[config.mk]
export PLATFORM = sky130hd
export DESIGN_NAME = lsu_ctrl
export DESIGN_NICKNAME = d
export VERILOG_FILES = /design/src/rtl/lsu_pkg.sv /design/src/rtl/lsu_load_align.sv /design/src/rtl/lsu_ctrl.sv
export SDC_FILE = /design/constraint.sdc
export NUM_CORES = 1
export LEC_CHECK = 0
export BUFFER_PORTS_ARGS = -buffer_cell sky130_fd_sc_hd__buf_2
export CAP_MARGIN = 20
export CORE_MARGIN = 2
export CORE_UTILIZATION = 52
export CTS_CLUSTER_SIZE = 25
export DETAILED_ROUTE_END_ITERATION = 6
export PLACE_DENSITY = 0.82
export SYNTH_ARGS = -nofsm -noshare
export SYNTH_HDL_FRONTEND = slang
export SYNTH_SLANG_ARGS = --single-unit
[constraint.sdc]
create_clock -name clk -period 2.66 [get_ports clk]
set_input_delay 0.133 -clock clk [delete_from_list [all_inputs] [get_ports clk]]
set_output_delay 0.133 -clock clk [all_outputs]
set_load 0.01 [all_outputs]
[src/rtl/lsu_pkg.sv]
// lsu_pkg: shared load/store size encodings, FSM state type and alignment helpers
package lsu_pkg;
  localparam logic [2:0] LD_BYTE = 3'b000, LD_HALF = 3'b001, LD_WORD = 3'b010,
                         LD_BYTE_UN = 3'b100, LD_HALF_UN = 3'b101;
  localparam logic [2:0] ST_BYTE = 3'b000, ST_HALF = 3'b001, ST_WORD = 3'b010;
  typedef enum logic [1:0] {IDLE, ISSUE, WAIT} lsu_state_t;
  function automatic logic size_ok(input logic we, input logic [2:0] size);
    return we ? (size == ST_BYTE || size == ST_HALF || size == ST_WORD)
              : (size == LD_BYTE || size == LD_HALF || size == LD_WORD ||
                 size == LD_BYTE_UN || size == LD_HALF_UN);
  endfunction
  function automatic logic misaligned(input logic [2:0] size, input logic [1:0] off);
    return (size[1:0] == 2'b01 && off[0]) || (size[1:0] == 2'b10 && off != 2'b00);
  endfunction
  function automatic logic [1:0] align_off(input logic [2:0] size, input logic [1:0] off);
    return size[1:0] == 2'b01 ? {off[1], 1'b0} : size[1:0] == 2'b10 ? 2'b00 : off;
  endfunction
endpackage

[src/rtl/lsu_load_align.sv]
// lsu_load_align: shifts the raw word by byte offset and sign/zero-extends per load size
module lsu_load_align
  import lsu_pkg::*;
(
  input  logic [31:0] rdata,
  input  logic [1:0]  offset,
  input  logic [2:0]  size,
  output logic [31:0] data
);
  logic [31:0] word;
  assign word = rdata >> {offset, 3'b000};
  assign data = size == LD_BYTE    ? {{24{word[7]}}, word[7:0]} :
                size == LD_HALF    ? {{16{word[15]}}, word[15:0]} :
                size == LD_BYTE_UN ? {24'b0, word[7:0]} :
                size == LD_HALF_UN ? {16'b0, word[15:0]} : word;
endmodule

[src/rtl/lsu_ctrl.sv]
// lsu_ctrl: load/store sequencer (core req/rsp <-> word memory port); define LSU_MISALIGN_TRAP_EN to trap misaligned accesses
module lsu_ctrl
  import lsu_pkg::*;
#(
  parameter int DWIDTH  = 32,
  parameter int AWIDTH  = 32,
  parameter int TIMEOUT = 255
) (
  input  logic              clk,
  input  logic              rst,
  input  logic              req_valid,
  output logic              req_ready,
  input  logic              req_we,
  input  logic [2:0]        req_size,
  input  logic [AWIDTH-1:0] req_addr,
  input  logic [DWIDTH-1:0] req_wdata,
  output logic              rsp_valid,
  output logic [DWIDTH-1:0] rsp_rdata,
  output logic              rsp_err,
  output logic              mem_req_valid,
  input  logic              mem_req_ready,
  output logic [AWIDTH-1:0] mem_addr,
  output logic              mem_we,
  output logic [3:0]        mem_wmask,
  output logic [DWIDTH-1:0] mem_wdata,
  input  logic              mem_rsp_valid,
  input  logic [DWIDTH-1:0] mem_rdata,
  output logic              busy
);
  localparam int CW = $clog2(TIMEOUT + 1);
  lsu_state_t state_q, state_d;
  logic we_q, we_d, rsp_valid_q, rsp_valid_d, rsp_err_q, rsp_err_d, accept, bad;
  logic [2:0] size_q, size_d;
  logic [AWIDTH-1:0] addr_q, addr_d;
  logic [DWIDTH-1:0] wdata_q, wdata_d, rsp_rdata_q, rsp_rdata_d, ld_data;
  logic [CW-1:0] cnt_q, cnt_d;
  lsu_load_align u_align (.rdata(mem_rdata), .offset(addr_q[1:0]), .size(size_q), .data(ld_data));
  assign req_ready = state_q == IDLE;
  assign accept = req_valid && req_ready;
`ifdef LSU_MISALIGN_TRAP_EN
  assign bad = !size_ok(req_we, req_size) || misaligned(req_size, req_addr[1:0]);
`else
  assign bad = !size_ok(req_we, req_size);
`endif
  always_comb begin
    state_d = state_q;
    we_d = we_q;
    size_d = size_q;
    addr_d = addr_q;
    wdata_d = wdata_q;
    cnt_d = cnt_q;
    rsp_valid_d = 1'b0;
    rsp_err_d = 1'b0;
    rsp_rdata_d = '0;
    case (state_q)
      IDLE: if (accept) begin
        if (bad) begin
          rsp_valid_d = 1'b1;
          rsp_err_d = 1'b1;
        end else begin
          state_d = ISSUE;
          we_d = req_we;
          size_d = req_size;
          addr_d = {req_addr[AWIDTH-1:2], align_off(req_size, req_addr[1:0])};
          wdata_d = req_wdata;
        end
      end
      ISSUE: if (mem_req_ready) begin
        state_d = WAIT;
        cnt_d = '0;
      end
      WAIT: begin
        cnt_d = cnt_q + 1'b1;
        if (mem_rsp_valid) begin
          state_d = IDLE;
          rsp_valid_d = 1'b1;
          rsp_rdata_d = we_q ? '0 : ld_data;
        end else if (cnt_q == CW'(TIMEOUT)) begin
          state_d = IDLE;
          rsp_valid_d = 1'b1;
          rsp_err_d = 1'b1;
        end
      end
      default: state_d = IDLE;
    endcase
  end
  always_ff @(posedge clk) begin
    if (rst) begin
      state_q <= IDLE;
      we_q <= 1'b0;
      size_q <= '0;
      addr_q <= '0;
      wdata_q <= '0;
      cnt_q <= '0;
      rsp_valid_q <= 1'b0;
      rsp_err_q <= 1'b0;
      rsp_rdata_q <= '0;
    end else begin
      state_q <= state_d;
      we_q <= we_d;
      size_q <= size_d;
      addr_q <= addr_d;
      wdata_q <= wdata_d;
      cnt_q <= cnt_d;
      rsp_valid_q <= rsp_valid_d;
      rsp_err_q <= rsp_err_d;
      rsp_rdata_q <= rsp_rdata_d;
    end
  end
  assign rsp_valid = rsp_valid_q;
  assign rsp_err = rsp_err_q;
  assign rsp_rdata = rsp_rdata_q;
  assign busy = state_q != IDLE;
  assign mem_req_valid = state_q == ISSUE;
  assign mem_addr = mem_req_valid ? {addr_q[AWIDTH-1:2], 2'b00} : '0;
  assign mem_we = mem_req_valid && we_q;
  assign mem_wmask = !mem_we ? 4'b0000 :
                     size_q[1:0] == 2'b00 ? 4'b0001 << addr_q[1:0] :
                     size_q[1:0] == 2'b01 ? 4'b0011 << {addr_q[1], 1'b0} : 4'hF;
  assign mem_wdata = !mem_we ? '0 :
                     size_q[1:0] == 2'b00 ? {4{wdata_q[7:0]}} :
                     size_q[1:0] == 2'b01 ? {2{wdata_q[15:0]}} : wdata_q;
endmodule

==> results of run 1 <==
[power breakdown]
part	switching, W	total [W]	internal (W)
logic	0.000264	0.000497	0.000232
clock network	0.000589	0.000959	0.000370
registers	0.0000546	0.00179	0.00174
total	0.000908	0.00325	0.00234
[routing by layer]
metal  GRT usage [%]  routed length, um  up-vias
met5               0                  0        -
li1                -                  -     2711
met1            34.1               6450     2607
met3            5.73               1230       64
met4            15.5                711        0
met2            49.9               7800      296
[layout make-up]
type                    count  area share (%)
multi-input cells         497            37.7
flip-flops and latches    112            32.0
repair buffers            281            25.0
well taps                 133            2.38
clock buffers              10            1.96
clock inverters             5           0.572
inverters                   7           0.375
[per-stage QoR]
step	instance area, um^2	power, W	util, %
floorplan	5180	0.00208	-
global placement	6230	0.00223	64.0
detailed placement	6230	0.00224	64.0
CTS	7010	0.00324	72.0
global route	7010	0.00338	72.0
finish	7010	0.00325	72.0
[flip-flops by register name, summed over array words and instances (netlist names)]
name,flops
addr_q,32
cnt_q,8
rsp_err,1
rsp_rdata,32
rsp_valid,1
size_q,3
state_q,2
wdata_q,32
we_q,1
[path summary, 6_finish.rpt]
kind	from	endpoint
setup / recovery	state_q[0]$_SDFFE_PP0P_	mem_wdata[12]
hold reg to reg	addr_q[28]$_SDFFE_PP0P_	addr_q[28]$_SDFFE_PP0P_
setup reg to reg	addr_q[1]$_SDFFE_PP0P_	rsp_rdata[20]$_SDFF_PP0_
hold / removal	mem_rdata[24]	rsp_rdata[24]$_SDFF_PP0_
[placed cells by master, fill, tap and decap left out, types with 7 or more instances in the layout]
cell	n
buf_2	208
nand2_1	165
a21oi_1	113
dfxtp_1	112
dlygate4sd3_1	60
nor2_1	59
and2_1	30
mux2i_1	24
a211oi_1	24
buf_4	12
clkbuf_8	10
nor2b_1	9
mux2_2	9
and3_1	8
inv_1	7
[cell families (layout without fill, tap and decap cells)]
logic type               after synthesis  count (layout)  share of synthesized area (%)
AO/OA/AOI/OAI                        156             156                           17.4
XOR/XNOR                               2               2                          0.338
adder cells (fa/ha/maj)                1               1                          0.242
buffers and inverters                 62             303                           5.90
flip-flops                           112             112                           43.3
multiplexers                          33              33                           6.60
other                                  1               2                         0.0724
AND/OR/NAND/NOR                      303             303                           26.2
[tightest hold or removal path: stages]
cell     delay [ns]
buf_2          0.12
nand2_1        0.05
a21oi_1        0.05
[what timing repair did]
item,CTS,global route
endpoints found under the hold margin,60,0
hold buffers,60,0
resized for setup,0,0
setup buffers,0,0
==> metrics, run 1 <==
outcome completed; WL per Instance 15.5 um; final worst-path cycle share 88.9%; critical setup path kind flop to output pin; Post-synth EDFFs 0; Fin Clk Skew 0.0102 ns; number of antenna-violating nets in the routed design 0; Syn Area/Cell between 7 and 8 um^2; synth cell count leaders nand2_1, a21oi_1, dfxtp_1; Largest delay share family, worst path flip-flops; Area contributors post-synth dfxtp_1, nand2_1, a21oi_1, mux2i_1, nor2_1; Final Hold Vio Count 0; total of max-cap violations 0; initial antenna violation count 0; CP Data Required Time 2.53 ns; htree depth 3; final setup slack of the worst path 0.294 ns; most common flop cell mapped by yosys dfxtp_1; total wire length 16200 um; Initial Util a little over half; highest-delay cell along the critical path dfxtp_1; Hold Path Class input pin to flop; max incr delay on CP 0.66 ns; Storage cell area 2240 um^2; CP endpoint kind output pin; Worst Path Arrival 2.23 ns; clock root cell clkbuf_8; fin crit period 2.37 ns; crit-path max FO 29; Pleak 3.07 nW; WHS 0.0127 ns; Fmax achieved 423 MHz; most common cell in the netlist nand2_1; Die X 104 um; Residual DRC 0; Yosys top cell area share a little over two fifths; Setup violations, final 0; largest net degree at the start of global routing 81; dpl hpwl 10300 um; vias after detailed routing 5678; Placer Congestion 0.857; R2R depth 4; die area 10800 um^2; flop2flop setup slack 0.61 ns; Layout area overhead 35.3%; Placed Instances 970; Post-Synthesis Cell Area 5180 um^2; Setup WS pre-CTS just over 0.6 ns; Worst Path Buf+Inv 3; Seq/Total Area, Yosys a little over two fifths; Worst-path clk slew 0.10 ns; unrepaired setup endpoints after global routing false; WP depth 6; Yosys reg bits roughly 110; Sink Count around 110; die height 104 um; clock buffer depth 2; filler cell count 693; TNS Setup 0 ns; cell row count 36; Antenna diodes 0; critical path startpoint category flop; vias in the first global route 5503; Async S/R FF share, synth 0%; Rel. slew slack about 34%; area of the multi-input gates between 2000 and 3000 um^2; Synth area leader dfxtp_1; non-filler instance count after layout 1045; total grt overflow 0; Cells after Synth 670; DR vias/cell between 5 and 6; CTS tree built; Worst VDD drop 0.310 mV; Slew Limit Fails 0; Layout Nets slightly above 1000; Critical Path, Cell by Cell nor2b_2 -> buf_4 -> nand2_1 -> buf_4 -> a21oi_1 -> buf_2; IO Port Bufs between 200 and 250; DR iter-0 viols a little over 300; YS warnings 0; Hold Path Depth 3; power per cell area 463 nW/um^2; DRT Pass-1 Iters 6; cell mode on critical path buf_4; Inserted Clock Buffers 9; first-pass GRT wire length around 26000 um; Slew @ Worst Pin between 0.9 and 1 ns; Core ar. 9730 um^2; clk_lat worst skew roughly 0.38 ns; layout cell share with drive strength beyond 1 27.9%; post-synth cell types 46; All-Layer GR Usage 29.0%; # IOs roughly 210
(Power assumes the default switching activity.)
==> run 2: changes to the inputs <==
Settings changed: CORE_UTILIZATION 52 to 43, PLACE_DENSITY 0.82 to 0.7.
==> run 2 against run 1 <==
Setup slack improved by 0.11 ns. Hold slack got worse by 0.0045 ns. Final area shrank 6.1%. Fmax rose by 5.0%. Routed wire length is 7.9% lower. Critical endpoint is now mem_wdata[8]. Register-to-register slack got worse by 0.12 ns. Die area increased by 20%. Clock power grew 35%. Global-route usage is 5.9 points lower. Sequential share of layout area rose by 2.1 points. Sequential power hardly changed. Count of clock-buffer cells in the layout grew 1. Largest power group unchanged.
==> metrics, run 2 (synthesis gave the netlist of run 1 again) <==
vias in the first global route 4891 (was 5503); Inserted Clock Buffers 9 (unchanged); clock root cell clkbuf_16 (was clkbuf_8); sequential power share 50.9% (was 55.2%); DRT Pass-1 Iters 5 (was 6); Initial Util 43.6% (was 53.2%); initial antenna violation count 0 (unchanged); clk_lat worst skew 0.35 ns (was 0.38 ns); Pleak 2.90 nW (was 3.07 nW); cell mode on critical path buf_4 (unchanged); critical setup path kind flop to output pin (unchanged); Placer Congestion 0.824 (was 0.857); Switch Pwr 0.000919 W (was 0.000908 W); Worst setup startpoint state_q[0]$_SDFFE_PP0P_ (unchanged); clock power share 36.8% (was 29.5%); commonest non-fill, non-tap cell in the layout buf_2 (unchanged); # IOs 211 (unchanged); cell row count 40 (was 36); critical path startpoint category flop (unchanged); power per cell area 533 nW/um^2 (was 463 nW/um^2); most frequent cells in the layout buf_2, nand2_1, a21oi_1 (unchanged); Worst Path Buf+Inv 3 (unchanged); first-pass GRT wire length 23900 um (was 25500 um); WL per Instance 14.8 um (was 15.5 um); switch share 26.2% (was 28.0%); total of max-cap violations 0 (unchanged); filler cell count 1174 (was 693); Reg-to-Reg Start addr_q[1]$_SDFFE_PP0P_ (unchanged); Fin Clk Skew 0.00901 ns (was 0.0102 ns); Slew Limit Fails 0 (unchanged); final worst-path cycle share 84.7% (was 88.9%); htree depth 3 (unchanged); highest-delay cell along the critical path dfxtp_1 (unchanged); total wire length 14900 um (was 16200 um); Logic pwr share 12.4% (was 15.3%); WHS 0.00816 ns (was 0.0127 ns); layout cell share with drive strength beyond 1 30.1% (was 27.9%); Worst VDD drop 0.343 mV (was 0.310 mV); die height 114 um (was 104 um); Fmax achieved 444 MHz (was 423 MHz); Setup violations, final 0 (unchanged); post-CTS sizing 0 (unchanged); fin crit period 2.25 ns (was 2.37 ns); DR vias/cell 5.17 (was 5.43); DR iter-0 viols 512 (was 310); unrepaired setup endpoints after global routing false (unchanged); max incr delay on CP 0.64 ns (was 0.66 ns); Antenna diodes 0 (unchanged); IO Port Bufs 208 (unchanged); total grt overflow 0 (unchanged); Sink Count 112 (unchanged); Pint 0.00259 W (was 0.00234 W); area of the multi-input gates 2640 um^2 (unchanged); clock buffer depth 2 (unchanged); Worst-path clk slew 0.08 ns (was 0.10 ns); All-Layer GR Usage 23.1% (was 29.0%); Worst Path Arrival 2.12 ns (was 2.23 ns); final setup slack of the worst path 0.407 ns (was 0.294 ns); dpl hpwl 10800 um (was 10300 um); crit-path max FO 29 (unchanged); total power 0.00351 W (was 0.00325 W); Critical Path, Cell by Cell nor2b_2 -> buf_4 -> nand2_1 -> buf_4 -> a21oi_1 -> buf_2 (unchanged); CTS tree built (unchanged); postcts setup bufs 0 (unchanged); hold path startpoint req_addr[13] (was mem_rdata[24]); Die X 114 um (was 104 um); CP Data Required Time 2.53 ns (about the same); Hold Path Class input pin to flop (unchanged); number of antenna-violating nets in the routed design 0 (unchanged); vias after detailed routing 5194 (was 5678); outcome completed (unchanged); Setup WS pre-CTS 0.523 ns (was 0.622 ns); Final Hold Vio Count 0 (unchanged); Layout Nets 959 (was 1014); largest net degree at the start of global routing 81 (unchanged); Core ar. 11900 um^2 (was 9730 um^2); Largest delay share family, worst path flip-flops (unchanged); die area 12900 um^2 (was 10800 um^2); Slew @ Worst Pin 0.843 ns (was 0.977 ns); Layout area overhead 27.1% (was 35.3%); Residual DRC 0 (unchanged); Rel. slew slack 43.8% (was 34.4%); Storage cell area 2240 um^2 (unchanged); TNS Setup 0 ns (unchanged); CP endpoint kind output pin (unchanged)
## run 2: cell types whose count changed in the layout (fill, tap and decap cells not counted), moves of 3 or more
cell	before	now
buf_4	12	15
clkbuf_8	10	1
clkbuf_16	0	9
dlygate4sd3_1	60	1
## run 2: cell type report
class | count | area share, %
Clock buffer | 11 | 3.69
Clock inverter | 5 | 0.590
Inverter | 7 | 0.399
Multi-Input combinational cell | 497 | 40.1
Sequential cell | 112 | 34.1
Tap cell | 147 | 2.80
Timing Repair Buffer | 226 | 18.3
## run 2: final timing paths
check                              to  cells after the start  slack, ns
max                      mem_wdata[8]                      6       0.41
min           addr_q[13]$_SDFFE_PP0P_                      3      0.008
max reg2reg  rsp_rdata[25]$_SDFF_PP0_                      4       0.49
min reg2reg    addr_q[8]$_SDFFE_PP0P_                      2       0.45
## run 2: worst register-to-register path, cell delays in order (launching register included)
cell and delay, ns:
dfxtp_1 0.70, mux2_2 0.43, a32o_1 0.22, o21ai_2 0.53
a21oi_1 0.15
## run 2: repair_timing
action / in CTS / in global routing
setup endpoints to repair: 0 / 0
hold buffers: 1 / 0
endpoints found under the hold margin: 1 / 0
## run 2: layer usage
metal	track usage [%]	up-vias	routed length (um)
met5	0	-	0
met4	7.32	0	255
met1	29.0	2365	6390
met2	38.0	213	6900
met3	7.33	20	1360
li1	-	2596	-
## run 2: power groups by stage
stage               Clock [W]  Sequential (W)  Combinational [W]
global placement            0         0.00182           0.000431
global route          0.00139         0.00179           0.000484
detailed placement          0         0.00182           0.000434
floorplan                   0         0.00180           0.000277
finish                0.00129         0.00178           0.000434
CTS                   0.00132         0.00178           0.000437
## run 2: stage by stage
step                      instances  instance area [um^2]  utilization, %
after floorplan                 671                  5180               -
after global placement          988                  6290            53.0
after detailed placement        988                  6290            53.0
after CTS                      1005                  6580            55.5
after global routing           1005                  6580            55.5
final                          1005                  6580            55.5
